[config.mk]
export PLATFORM = sky130hd
export DESIGN_NAME = ram512_arbiter
export DESIGN_NICKNAME = d
export VERILOG_FILES = /design/src/rtl/ram512_arbiter.sv
export SDC_FILE = /design/constraint.sdc
export NUM_CORES = 1
export LEC_CHECK = 0
export BUFFER_PORTS_ARGS = -buffer_cell sky130_fd_sc_hd__buf_2
export CAP_MARGIN = 40
export CORE_MARGIN = 5
export CORE_UTILIZATION = 48
export CTS_CLUSTER_DIAMETER = 60
export DETAILED_ROUTE_END_ITERATION = 10
export PLACE_DENSITY_LB_ADDON = 0.15
export SYNTH_ARGS = -nofsm -noshare
export SYNTH_HDL_FRONTEND = slang
export SYNTH_SLANG_ARGS = --single-unit
export TNS_END_PERCENT = 30
[constraint.sdc]
create_clock -name clk -period 1.85 [get_ports clk]
set_input_delay 0 -clock clk [delete_from_list [all_inputs] [get_ports clk]]
set_output_delay 0 -clock clk [all_outputs]
set_load 0.01 [all_outputs]
[src/rtl/ram512_arbiter.sv]
// rtl/ram512_arbiter.sv - round-robin two-port arbiter and bulk-clear sequencer for a RAM512
module ram512_arbiter #(
   parameter int                DATA_W    = 16,
   parameter int                ADDR_W    = 9,
   parameter logic [DATA_W-1:0] CLEAR_VAL = '0
) (
   input  logic              clk,
   input  logic              rst_n,
   input  logic              a_req,
   input  logic              a_we,
   input  logic [ADDR_W-1:0] a_addr,
   input  logic [DATA_W-1:0] a_wdata,
   output logic              a_gnt,
   output logic              a_rvalid,
   output logic [DATA_W-1:0] a_rdata,
   input  logic              b_req,
   input  logic              b_we,
   input  logic [ADDR_W-1:0] b_addr,
   input  logic [DATA_W-1:0] b_wdata,
   output logic              b_gnt,
   output logic              b_rvalid,
   output logic [DATA_W-1:0] b_rdata,
   input  logic              clear_start,
   output logic              busy,
   output logic              clear_done,
   output logic [DATA_W-1:0] ram_in,
   output logic [ADDR_W-1:0] ram_addr,
   output logic              ram_load,
   input  logic [DATA_W-1:0] ram_out
);

   typedef enum logic {SERVE, CLEAR} state_t;

   state_t            state;
   logic              prio_b;
   logic [ADDR_W-1:0] cnt;
   logic [ADDR_W-1:0] last_addr;
   logic [DATA_W-1:0] last_in;
   logic              serve_ok;

   // Grants are gated by rst_n so nothing is accepted while reset is held.
   assign serve_ok = rst_n && (state == SERVE) && !clear_start;
   assign a_gnt    = serve_ok && a_req && (!b_req || !prio_b);
   assign b_gnt    = serve_ok && b_req && (!a_req || prio_b);

   always_comb begin
      ram_addr = last_addr;
      ram_in   = last_in;
      ram_load = 1'b0;
      if (state == CLEAR) begin
         ram_addr = cnt;
         ram_in   = CLEAR_VAL;
         ram_load = 1'b1;
      end else if (a_gnt) begin
         ram_addr = a_addr;
         ram_in   = a_wdata;
         ram_load = a_we;
      end else if (b_gnt) begin
         ram_addr = b_addr;
         ram_in   = b_wdata;
         ram_load = b_we;
      end
   end

   always_ff @(posedge clk or negedge rst_n) begin
      if (!rst_n) begin
         state      <= SERVE;
         prio_b     <= 1'b0;
         cnt        <= '0;
         busy       <= 1'b0;
         clear_done <= 1'b0;
         a_rvalid   <= 1'b0;
         b_rvalid   <= 1'b0;
         a_rdata    <= '0;
         b_rdata    <= '0;
         last_addr  <= '0;
         last_in    <= '0;
      end else begin
         a_rvalid   <= a_gnt && !a_we;
         b_rvalid   <= b_gnt && !b_we;
         if (a_gnt && !a_we) a_rdata <= ram_out;
         if (b_gnt && !b_we) b_rdata <= ram_out;
         last_addr  <= ram_addr;
         last_in    <= ram_in;
         clear_done <= 1'b0;
         case (state)
            SERVE: begin
               if (clear_start) begin
                  state <= CLEAR;
                  cnt   <= '0;
                  busy  <= 1'b1;
               end else if (a_gnt) begin
                  prio_b <= 1'b1;
               end else if (b_gnt) begin
                  prio_b <= 1'b0;
               end
            end
            CLEAR: begin
               // Counter wraps to zero on its own after the last address.
               cnt <= cnt + 1'b1;
               if (cnt == {ADDR_W{1'b1}}) begin
                  state      <= SERVE;
                  busy       <= 1'b0;
                  clear_done <= 1'b1;
               end
            end
            default: state <= SERVE;
         endcase
      end
   end

endmodule

### After elaboration in Yosys (flattened, before gate mapping)

Index checks and enable logic that the tools add are counted.

| operators by class | value |
|---|---|
| add/subtract/negate cells | 1 |
| eq/ne operators | 3 |
| multiplexer cells | 21 |
| bitwise operators | 2 |
| reductions and logical operators | 19 |

Operators with widths:

| operator | count |
|---|---|
| 16-bit two-way mux | 3 |
| 9-bit two-way mux | 4 |
| 9-bit one-hot mux with 2 select lines | 1 |
| 1-bit two-way mux | 11 |
| 9-bit by 1-bit adder with 9-bit output, second input constant | 1 |
| 9-bit == test, second input constant | 1 |
| 1-bit logical AND | 8 |
| 1-bit zero test | 6 |
| 1-bit one-hot mux with 2 select lines | 2 |
| 3-bit AND reduction | 1 |
| 1-bit logical OR | 2 |
| 2-bit by 1-bit inequality test with 1-bit output, second input constant | 1 |
| 2-bit inequality test, second input constant | 1 |
| 1-bit NOT | 2 |
| 2-bit AND reduction | 1 |
| 2-bit nonzero test | 1 |

| storage, ports and cells | value |
|---|---|
| flip-flop bits (word level) | 72 |
| bits of input ports | 73 |
| output and inout bits | 64 |

### Longest topological paths before layout

| depth | value |
|---|---|
| word-level depth | 8 |
| depth in mapped cells | 7 |
| gate-level depth less buffers | 6 |

### Worst setup path after synthesis

Ideal clock, no wire load.

| timing | value |
|---|---|
| kind | register to register |
| start point | reg state |
| end point | reg last_in[10] |
| setup time | 0.170 ns |
| arrival time | 1.614 ns |
| path slack | 0.066 ns |
| stages on the path, launching flop included | 7 |
| buffers on the path | 1 |
| cells stage by stage | dfrtp_1 nor3b_4 nand3b_4 inv_4 buf_4 nand2_1 a311oi_1 |

| between the ends | value |
|---|---|
| word-level cells in the longest chain between the ends | 8 |
| elaborated cells between the ends (all ways) | 10 |
| classes of those cells | mux: 3; bitwise: 1; reduce/logical: 6 |

Ends and longest elaborated chain:

| element | RTL line | RTL |
|---|---|---|
| start, declared | 34 | `state_t state;` |
| start signal, assigned | 67 | `state <= SERVE;` |
| start signal, assigned | 89 | `state <= CLEAR;` |
| start signal, assigned | 102 | `state <= SERVE;` |
| 1-bit NOT (no source line) | n/a |  |
| 1-bit logical AND (2 in a row) | 42 | `assign serve_ok = rst_n && (state == SERVE) && !clear_start;` |
| 1-bit logical AND (2 in a row) | 44 | `assign b_gnt = serve_ok && b_req && (!a_req \|\| prio_b);` |
| via b_gnt | 20 | `output logic b_gnt,` |
| 16-bit two-way mux | 58 | `end else if (b_gnt) begin` |
| 16-bit two-way mux | 54 | `end else if (a_gnt) begin` |
| 16-bit two-way mux | 50 | `if (state == CLEAR) begin` |
| via ram_in[10] | 26 | `output logic [DATA_W-1:0] ram_in,` |
| end signal, assigned | 84 | `last_in <= ram_in;` |
| end, declared | 38 | `logic [DATA_W-1:0] last_in;` |

The timed path passes the listed nets, and every way through them passes these cells.
A chain may end at the register's enable or synchronous reset.

### Worst setup path after layout

| timing | value |
|---|---|
| start point | reg state |
| end point | out ram_in[12] |

| between the ends | value |
|---|---|
| word-level cells in the longest chain between the ends | 8 |
| elaborated cells between the ends (all ways) | 10 |
| classes of those cells | mux: 3; bitwise: 1; reduce/logical: 6 |

Ends and longest elaborated chain:

| element | RTL line |
|---|---|
| 1-bit NOT (no source line) | n/a |
| 1-bit logical AND (2 in a row) | 42 |
| 1-bit logical AND (2 in a row) | 44 |
| 16-bit two-way mux | 58 |
| 16-bit two-way mux | 54 |
| 16-bit two-way mux * | 50 |
| end, declared | 26 |

Mark *: on every way between the ends. The rest lies on a longest branch, timed or not.

==> out/results.tsv <==
stage	metric	value	unit
status	outcome	complete, but fails checks	
status	violations	setup timing	
sta	timing.slew.headroom	0.705	
synth	yosysSeqAreaShare	0.552	
synth	synth.top_cells.by_area	dfrtp_1 (55%), mux2_2 (6.9%), nand2_1 (6.8%)	
finish	stdcell_count	589	
sta	rsz0062_at_grt	yes	
synth	yosysMostFrequentCell	dfrtp_1	
finish	nNetsFinal	579	
synth	async_flop_share	1.00	
clock_network	worstSkewPairLatency	0.34	ns
die	die-area	8540	um^2
synth	yosysTopAreaCell	dfrtp_1	
sta	finalCriticalPeriod	2.02	ns
power_and_ir_drop	ir_drop	0.000633	V
synth	syn-num-nets	368	
route	drtPass1Iterations	4	
setup_path	path_max_fanout	5	
sta	finalClockSkew	0.0103	ns
route	drt.antenna.violating_nets	0	
sta	setup_viol	25	
grt	grt_usage	0.232	
finish	layout-drive-gt1-share	0.493	
route	drtIter0Drc	133	
synth	synthesis.area	3260	um^2
placed_design	place.gp.congestion	0.806	
die	core_area	6720	um^2
setup_path	startpoint_type	flip-flop	
finish	multi_input_area	1600	um^2
die	fp-row-count	30	
route	routedWlPerCell	17.2	um
clock_network	cts_tree	yes	
sta	fin_crit_sh	1.09	
synth	synth_edf_count	0	
power_and_ir_drop	power_density	782	nW/um^2
finish	synthToLayoutAreaGrowth	60.3	%
finish	diodes	0	
synth	yosysWarnings	0	
sta	fin_ws	-0.166	ns
clock_network	h-tree-depth	3	
die	die_h	92.4	um
synth	synthFlopType	dfrtp_1	
route	vias	3066	
sta	hold_viol_final	0	
job	cap_violations	0	
placed_design	dp_cells	504	
clock_network	clkTransAtPathRegs	0.08	ns
synth	ys_types	38	
grt	first_global_vias	3170	
setup_path	end_kind	primary output	
sta	worst_slew_pin_slew	0.443	ns
setup_path	cp.required	1.85	ns
sta	timing.final.max_slew_violations	0	
clock_network	cts_buffers	9	
clock_network	cts.sinks	72	
sta	fmax	496	MHz
clock_network	cts_buffer_depth	2	
grt	gr-total-overflow	0	
min_path	hp-class	input port to flip-flop	
synth	avgSynthCellArea	11.1	um^2
clock_network	cts-root-buf	clkbuf_8	
route	via_per_inst	5.21	
die	start_util	0.485	
synth	syn_inst	293	
sta	tns	-2.66	ns
die	boundaryPins	137	
grt	grt_max_degree	43	
grt	antenna_found_initial	0	
finish	fillers	431	
synth	synth_seq_cells	72	
power_and_ir_drop	leakage	2.64	nW
grt	grt_pass1_wl	15500	um
setup_path	crit_type	flip-flop to primary output	
synth	synth.top_cell.area_share	0.552	
finish	register_area	1800	um^2
route	drc_errors	0	
placed_design	io_buffers	136	
route	drt-total-wl	10200	um
synth	synthTopCellsByCount	dfrtp_1 (72), nand2_1 (59), nor2_1 (30), mux2_2 (20), a311oi_1 (16)	
die	die_x	92.4	um
placed_design	hpwl	5990	um
setup_path	arrival	2.02	ns
report_power, final:
part           leakage, nW  internal, mW  switching, mW
logic                 1.60         0.495          0.454
clock network       0.0892         0.515          0.669
registers            0.950          1.78          0.174
worst paths after layout:
kind	start	to	slack (ns)	depth (start not counted)
worst max-delay path	state	ram_in[12]	-0.17	7
worst min-delay path	clear_start	cnt[3]	0.03	2
worst max register to register	state	a_rdata[8]	0.08	6
worst min register to register	a_rdata[14]	a_rdata[14]	0.49	1
max in group asynchronous	rst_n	b_rdata[5]	0.88	4
min in group asynchronous	rst_n	last_addr[7]	0.07	2
cell type report:
class,count,area share
Clock buffer,9,0.0237
Clock inverter,7,0.0117
Inverter,4,0.00383
Multi-Input combinational cell,200,0.305
Sequential cell,72,0.345
Tap cell,80,0.0191
Timing Repair Buffer,217,0.292
placed cells by master (no fill, tap or decap), types with 2 or more instances in the layout:
cell	count
clkbuf_8	9
buf_6	5
clkinvlp_4	2
nor2_1	30
o31ai_2	5
a311oi_4	3
buf_4	15
o21ai_0	3
a211oi_2	5
nand2_1	57
mux2_4	10
a211oi_1	4
xnor2_1	2
dfrtp_1	71
nand4_1	2
and2_1	2
nand3_1	2
ha_1	2
a311oi_2	13
o31ai_1	5
inv_6	5
inv_2	2
clkbuf_16	2
buf_12	3
mux2_2	20
buf_2	135
nand2b_1	5
nand2_4	2
or3b_4	2
dlygate4sd3_1	57
mux2i_1	2
nor3_2	5
nor3_1	3
mux2_1	2
logic make-up (layout without fill, tap and decap cells):
logic type / count (synthesis) / in the layout / synth area share
XOR/XNOR: 3 / 3 / 0.00806
adder cells (fa/ha/maj): 2 / 2 / 0.00767
multiplexers: 34 / 34 / 0.128
buffers and inverters: 22 / 237 / 0.0349
AO/OA/AOI/OAI: 44 / 44 / 0.107
AND/OR/NAND/NOR: 116 / 117 / 0.162
flip-flops: 72 / 72 / 0.552
critical path, stage by stage (launching register included):
cell      delay (ns)
dfrtp_2         0.45
nor3b_4         0.27
nand3b_4        0.13
inv_6           0.11
buf_12          0.13
nand2_4         0.05
a311oi_4        0.34
buf_2           0.19
state kept, by name, summed over array words and instances (netlist names):
register    flops
a_rdata        16
b_rdata        16
last_in        16
cnt             9
last_addr       9
a_rvalid        1
b_rvalid        1
busy            1
clear_done      1
prio_b          1
state           1
metal layers:
| layer | wire length (um) | vias to the layer above | track usage |
|---|---|---|---|
| met5 | 0 | - | 0 |
| met1 | 4050 | 1482 | 0.285 |
| met3 | 553 | 17 | 0.0431 |
| li1 | - | 1466 | - |
| met4 | 227 | 0 | 0.110 |
| met2 | 5320 | 101 | 0.392 |
through the flow:
| stage | worst slack [ns] | power [mW] | util | cell area, um^2 | hold WS, ns |
|---|---|---|---|---|---|
| finish | -0.166 | 4.09 | 0.778 | 5230 | 0.0321 |
| global route | -0.281 | 4.30 | 0.778 | 5230 | 0.0462 |
| CTS | -0.122 | 4.07 | 0.751 | 5050 | 0.0146 |
| detailed placement | 0.0282 | 2.74 | 0.608 | 4080 | -0.190 |
| global placement | 0.0906 | 2.71 | 0.605 | 4060 | -0.191 |
| floorplan | 0.0661 | 2.39 | - | 3260 | -0.296 |
repair_timing:
item                                   CTS  global route
resized for setup                       32            19
pin swaps                               14            10
buffers inserted                         5             4
setup endpoints to repair               25            26
cloned                                   1             2
endpoints found under the hold margin   86             0
hold buffers                            57             0
(Power assumes the default switching activity.)
